File: src/rtl/drum_sequencer.sv
`default_nettype none
`timescale 1ns/1ps
// ============================================================================
// Module   : drum_sequencer
// Purpose  : Turns timer ticks into drum bit-time / word-time sequencing with
//            run, halt-on-word-boundary and single-word step control.
// Revision : 1.0 - initial release
// ============================================================================
module drum_sequencer #(
    parameter int BITS  = 29,
    parameter int WORDS = 108,
    parameter int BW    = $clog2(BITS),
    parameter int WW    = $clog2(WORDS)
) (
    input  logic          clk,
    input  logic          rst,
    input  logic          tick,
    input  logic          run,
    input  logic          step,
    output logic          busy,
    output logic          bit_en,
    output logic [BW-1:0] bit_time,
    output logic [WW-1:0] word_time,
    output logic          word_start,
    output logic          word_end,
    output logic          origin,
    output logic          done
);

    localparam logic [1:0] c_IDLE = 2'd0;
    localparam logic [1:0] c_RUN  = 2'd1;
    localparam logic [1:0] c_STEP = 2'd2;

    localparam logic [BW-1:0] c_BIT_LAST  = BW'(BITS - 1);
    localparam logic [WW-1:0] c_WORD_LAST = WW'(WORDS - 1);

    logic [1:0]    r_state;
    logic [1:0]    w_next_state;
    logic [BW-1:0] r_bit_time;
    logic [WW-1:0] r_word_time;
    logic          r_done;
    logic          w_active;
    logic          w_bit_en;
    logic          w_word_end;

    always_ff @(posedge clk or posedge rst) begin
        if (rst) begin
            r_state <= c_IDLE;
            r_done  <= 1'b0;
        end else begin
            r_state <= w_next_state;
            r_done  <= (r_state != c_IDLE) && (w_next_state == c_IDLE);
        end
    end

    // Leaving RUN/STEP only on word_end is what keeps bit_time at 0 while idle.
    always_comb begin
        w_next_state = r_state;
        case (r_state)
            c_IDLE: begin
                if (run) begin
                    w_next_state = c_RUN;
                end else if (step) begin
                    w_next_state = c_STEP;
                end
            end
            c_RUN: begin
                if (w_word_end && !run) begin
                    w_next_state = c_IDLE;
                end
            end
            c_STEP: begin
                if (w_word_end) begin
                    w_next_state = run ? c_RUN : c_IDLE;
                end
            end
            default: w_next_state = c_IDLE;
        endcase
    end

    always_comb begin
        w_active   = (r_state == c_RUN) || (r_state == c_STEP);
        w_bit_en   = tick && w_active;
        w_word_end = w_bit_en && (r_bit_time == c_BIT_LAST);
        busy       = (r_state != c_IDLE);
        bit_en     = w_bit_en;
        word_start = w_bit_en && (r_bit_time == '0);
        word_end   = w_word_end;
        origin     = w_bit_en && (r_bit_time == '0) && (r_word_time == '0);
    end

    always_ff @(posedge clk or posedge rst) begin
        if (rst) begin
            r_bit_time  <= '0;
            r_word_time <= '0;
        end else if (w_bit_en) begin
            if (r_bit_time == c_BIT_LAST) begin
                r_bit_time  <= '0;
                r_word_time <= (r_word_time == c_WORD_LAST) ? '0 : r_word_time + WW'(1);
            end else begin
                r_bit_time  <= r_bit_time + BW'(1);
            end
        end
    end

    assign bit_time  = r_bit_time;
    assign word_time = r_word_time;
    assign done      = r_done;

endmodule
`default_nettype wire

File: config.mk
export PLATFORM = sky130hd
export DESIGN_NAME = drum_sequencer
export DESIGN_NICKNAME = d
export VERILOG_FILES = /design/src/rtl/drum_sequencer.sv
export SDC_FILE = /design/constraint.sdc
export NUM_CORES = 1
export LEC_CHECK = 0
export BUFFER_PORTS_ARGS = -buffer_cell sky130_fd_sc_hd__clkbuf_2
export CAP_MARGIN = 5
export CORE_AREA = 2 2 49 51
export DETAILED_ROUTE_END_ITERATION = 12
export DIE_AREA = 0 0 51 53
export PLACE_DENSITY_LB_ADDON = 0.25
export SETUP_SLACK_MARGIN = 0.2
export SYNTH_ARGS = -nofsm -noshare
export SYNTH_HDL_FRONTEND = slang
export SYNTH_SLANG_ARGS = --single-unit
File: constraint.sdc
create_clock -name clk -period 2.08 [get_ports clk]
set_clock_uncertainty 0.2 [all_clocks]
set_input_delay 0.312 -clock clk [delete_from_list [all_inputs] [get_ports clk]]
set_output_delay 0.312 -clock clk [all_outputs]
set_load 0.03 [all_outputs]
Word-level counts from Yosys, hierarchy flattened
Cells that the tools add are included.

storage, ports and cells
  bits in registers = 15
  output and inout port bits = 18
  logic and storage cells = 32
  input port bits = 5

cells by class
  $add $sub $neg = 2
  equality and inequality tests = 4
  reduce and logical (&&, ||, !) cells = 14
  mux-type cells = 8

operators by type and width
  kind                                                             number
  2-bit two-way mux                                                4
  7-bit by 1-bit adder with 7-bit output, second input constant    1
  7-bit == test, second input constant                             1
  7-bit logical NOT                                                1
  7-bit two-way mux                                                1
  1-bit logical AND                                                6
  2-bit case mux with 3 select lines                               1
  5-bit by 1-bit adder with 5-bit output, second input constant    1
  5-bit == test, second input constant                             1
  5-bit logical NOT                                                1
  5-bit two-way mux                                                1
  2-bit logical NOT                                                2
  2-bit by 1-bit == test with 1-bit output, second input constant  1
  2-bit == test, second input constant                             1
  2-bit AND reduction                                              1
  2-bit nonzero test                                               1
  1-bit logical NOT                                                1
  1-bit logical OR                                                 1
  1-bit two-way mux                                                1

Depth between registers and ports, before layout
  depth in word-level cells = 9
  gate-level depth with buffers = 8
  depth with buffers taken out = 7

Worst setup path before layout
OpenSTA, ideal clock, no wires.

  path kind = reg2out
  start point = reg r_state[0]
  end point = out origin
  path slack = -0.159 ns
  path buffers = 0
  stages on the path, launching flop included = 7
  required time = 1.568 ns
  data arrival time = 1.727 ns
  cell sequence = dfrtp_1 inv_1 ha_1 nand2_1 nor2_1 and3_1 and3_1

on the way
  cells in the longest elaborated chain, start to end = 5
  elaborated cells between the ends (all ways) = 6
  classes of those cells = eq/ne (2); reduce/logical (4)

ends and longest elaborated chain
  what                                                                       line  RTL
  from (decl)                                                                37    logic [1:0] r_state;
  from (signal assigned)                                                     48    r_state <= c_IDLE;
  from (signal assigned)                                                     51    r_state <= w_next_state;
  2-bit by 1-bit == test with 1-bit output or 2-bit == test (tied branches)  82    w_active = (r_state == c_RUN) || (r_state == c_STEP);
  1-bit logical OR (*)                                                       82
  1-bit logical AND (*)                                                      83    w_bit_en = tick && w_active;
  1-bit logical AND (*)                                                      --
  named net word_start                                                       24    output logic word_start,
  1-bit logical AND (*)                                                      89    origin = w_bit_en && (r_bit_time == '0) && (r_word_time == '0);
  to (decl)                                                                  26    output logic origin,

The timed path passes the listed nets; every way through them passes the cells marked *.

Final worst setup path
  start point = reg r_state[0]
  end point = out origin

on the way
  cells in the longest elaborated chain, start to end = 5
  elaborated cells between the ends (all ways) = 6
  classes of those cells = eq/ne (2); reduce/logical (4)

ends and longest elaborated chain
  what                                                                       line
  2-bit by 1-bit == test with 1-bit output or 2-bit == test (tied branches)  82
  1-bit logical OR (*)                                                       82
  1-bit logical AND (*)                                                      83
  1-bit logical AND (*) (2 in series)                                        89

Every way passes the cells marked *; elsewhere a longest branch is shown, timed or not.

==> summary.md <==
| Metric | Value |
|---|---|
| Worst r2r src | r_state[0] |
| Tcrit/Tclk final | 1.03 |
| Post-synthesis to final-layout area growth | 63.8% |
| FF/Latch Area | 380 sq um |
| Maximum VDD drop | 0.841 mV |
| Gr usage total | 0.196 |
| Io pins | 23 |
| Die area | 0.00270 sq mm |
| GRT overflow | 0 |
| Post-synth EDFFs | 0 |
| Main synth FF type | dfrtp_1 |
| CTS tree | built |
| Slowest-stage cell, CP | dfrtp_1 |
| Sequential-to-total area share from yosys stat | 0.392 |
| Vias in the first global route | 892 |
| Count of final setup violators | 2 |
| Slew Viols, Final | 0 |
| Most used cell along the critical path | and3_4 |
| Fmax achieved | 468 MHz |
| Clock-pin slew on the worst setup and hold paths | 0.09 ns |
| Post-synthesis cell count | 105 |
| Cell area after layout | 0.00157 sq mm |
| Status | finished, violations left |
| Buffers & Inverters on Critical Path | 2 |
| Hold_sp | run |
| Inserted Diodes | 0 |
| Core Box Area | 0.00215 sq mm |
| Crit path arrival time | 1.63 ns |
| RSZ-0062 raised after global routing | yes |
| Cell variety after synth | 36 |
| CP endpoint kind | primary output |
| DRT Wirelength | 2610 um |
| Final Util | 0.731 |
| # DRC | 0 |
| Final worst slack | -0.0571 ns |
| Initial Utilization | 0.446 |
| YS warnings | 0 |
| Initial drt markers | 16 |
| WHS Path Cells | 2 |
| Row count | 17 |
| Crit-path cells | inv_2 -> ha_4 -> nand2_4 -> nor2_4 -> and3_4 -> and3_4 -> buf_8 |
| Syn_nets | 118 |
| Chip Height | 53 um |
| Asr flop ratio synth | 1.00 |
| DR vias | 997 |
| Clock sinks | 15 |
| Pre-antenna DRT Iters | 4 |
| Total of max-cap violations | 0 |
| Pwr Density | 1110 mW/mm^2 |
| Layout cell share with drive strength beyond 1 | 0.552 |
| Failing checks | negative setup slack |
| Via density | 5.48 |
| Largest net degree at the start of global routing | 16 |
| Max incr delay on CP | 0.37 ns |
| R2R cell count | 8 |
| First-pass GRT wire length | 3890 um |
| Synth Cell Area | 958 sq um |
| Syn_area_per_cell | 9.13 sq um |
| Dpl cell area | 0.00121 sq mm |
| CTS root buf | clkbuf_4 |
| RR Endpoint | word_time[5] |
| Layout Nets | 168 |
| CTS max path bufs | 2 |
| CP max FO | 2 |
| Cts bufs inserted | 3 |
| Largest delay share family, worst path | simple AND/OR/NAND/NOR gates |
| Worst setup SP type | flop |
| Fill cells | 155 |
| I/O Buffers | 22 |
| Hold Slack | 0.162 ns |
| Relative slew margins | 0.601 |
| Critical path class | flop to primary output |
| DRT antenna net count | 0 |
| Clock latency on the worst-skew pair | 0.28 ns |
| Tightest Pin Transition | 0.597 ns |
| Initial antenna violation count | 0 |
| Reg2Reg Setup Slack | 0.05 ns |
| CP Capture Point | origin |
| Synth Register Bits | 15 |
| Fin crit period | 2.14 ns |
| Worst Path Required | 1.57 ns |
| HP Class | input pin to flop |
| LEAKAGE | 0.000717 uW |
| Final hold violation count | 0 |
| Area of the multi-input gates | 687 sq um |
| GPL Wtd Cong | 0.832 |
| Die outline width | 51 um |
| Number of H-tree levels | 1 |
| Wire per inst | 14.3 um |
| Crit path from | r_state[0] |
| Final HPWL DP | 1710 um |
| Critical path depth in cells | 7 |
-- per-layer routing --
layer,vias to the layer above,GRT usage,share of wire
li1,470,-,-
met1,489,0.239,0.43
met2,34,0.338,0.52
met3,4,0.0339,0.043
met4,0,0.0856,0.0084
met5,-,0,0
-- cell usage after synthesis, drive strengths merged (3+ instances only) --
| master | count | area share |
|---|---|---|
| nor2 | 7 | 0.027 |
| and3 | 3 | 0.020 |
| or3 | 3 | 0.020 |
| inv | 11 | 0.043 |
| mux2i | 3 | 0.031 |
| dfrtp | 15 | 0.39 |
| nand2 | 10 | 0.039 |
| o21ai | 11 | 0.057 |
| nand3 | 6 | 0.031 |
| a21oi | 3 | 0.016 |
| ha | 8 | 0.10 |
-- worst min-delay path by stage --
stage / end / slack (ns)
floorplan: bit_time[2] / 0.01
global placement: bit_time[2] / 0.19
detailed placement: word_time[6] / 0.18
CTS: r_state[0] / 0.16
global route: r_state[0] / 0.19
finish: r_state[0] / 0.16
-- sequential cells by signal, indices dropped and copies added (netlist names) --
signal     flops
done           1
bit_time       5
word_time      7
r_state        2
-- worst reg2reg max path, delay by kind of cell, from the launching register on --
family | cells | cell delay, ns
compound gates | 1 | 0.08
buf+inv | 3 | 0.32
fa+ha+maj | 1 | 0.29
simple gates | 3 | 0.72
flops | 1 | 0.37
-- stage by stage --
stage / setup slack (ns) / power (uW) / instances / TNS [ns]
floorplan: 0.126 / 1040 / 105 / 0
global placement: 0.0364 / 1250 / 159 / 0
detailed placement: -0.0402 / 1270 / 159 / -0.0402
CTS: -0.0717 / 1610 / 172 / -0.127
global route: -0.122 / 1860 / 182 / -0.299
finish: -0.0571 / 1740 / 182 / -0.0889
-- where the power goes --
group,internal (uW),total (uW),switching [uW]
sequential,374,461,87.1
combinational,505,1110,609
clock,74.5,170,95.7
total,953,1740,792
-- cells by family (layout without fill, tap and decap cells) --
logic type | Yosys count | after routing | share of synthesized area
flops | 15 | 15 | 0.392
mux | 3 | 3 | 0.0313
xor+xnor | 1 | 1 | 0.00914
simple gates | 41 | 41 | 0.235
buf+inv | 14 | 63 | 0.0679
fa+ha+maj | 8 | 8 | 0.104
compound gates | 23 | 23 | 0.161
-- cell usage in the layout, fill, tap and decap left out, types with 5 or more instances in the layout --
cell type  synthesis  layout
inv_1             11       8
dfrtp_1           15      11
buf_4              0      18
nor2_1             7       5
o21ai_0           10       7
clkbuf_2           0      18
ha_1               8       5
buf_6              1       5
nand2_1           10       8
-- cell type report --
cell class | instances | share of cell area
clock buffer | 4 | 0.0167
inverter | 12 | 0.0382
multi-input combinational | 76 | 0.437
sequential | 15 | 0.242
tap | 28 | 0.0223
timing repair buffer | 47 | 0.243
-- repair_timing --
action | CTS | global route
hold buffers | 1 | 0
pin swaps | 7 | 10
setup endpoints to repair | 14 | 11
hold endpoints to repair | 15 | 0
buffers inserted | 8 | 10
resized for setup | 24 | 21
No activity file was read; power rests on OpenSTA's default activity.
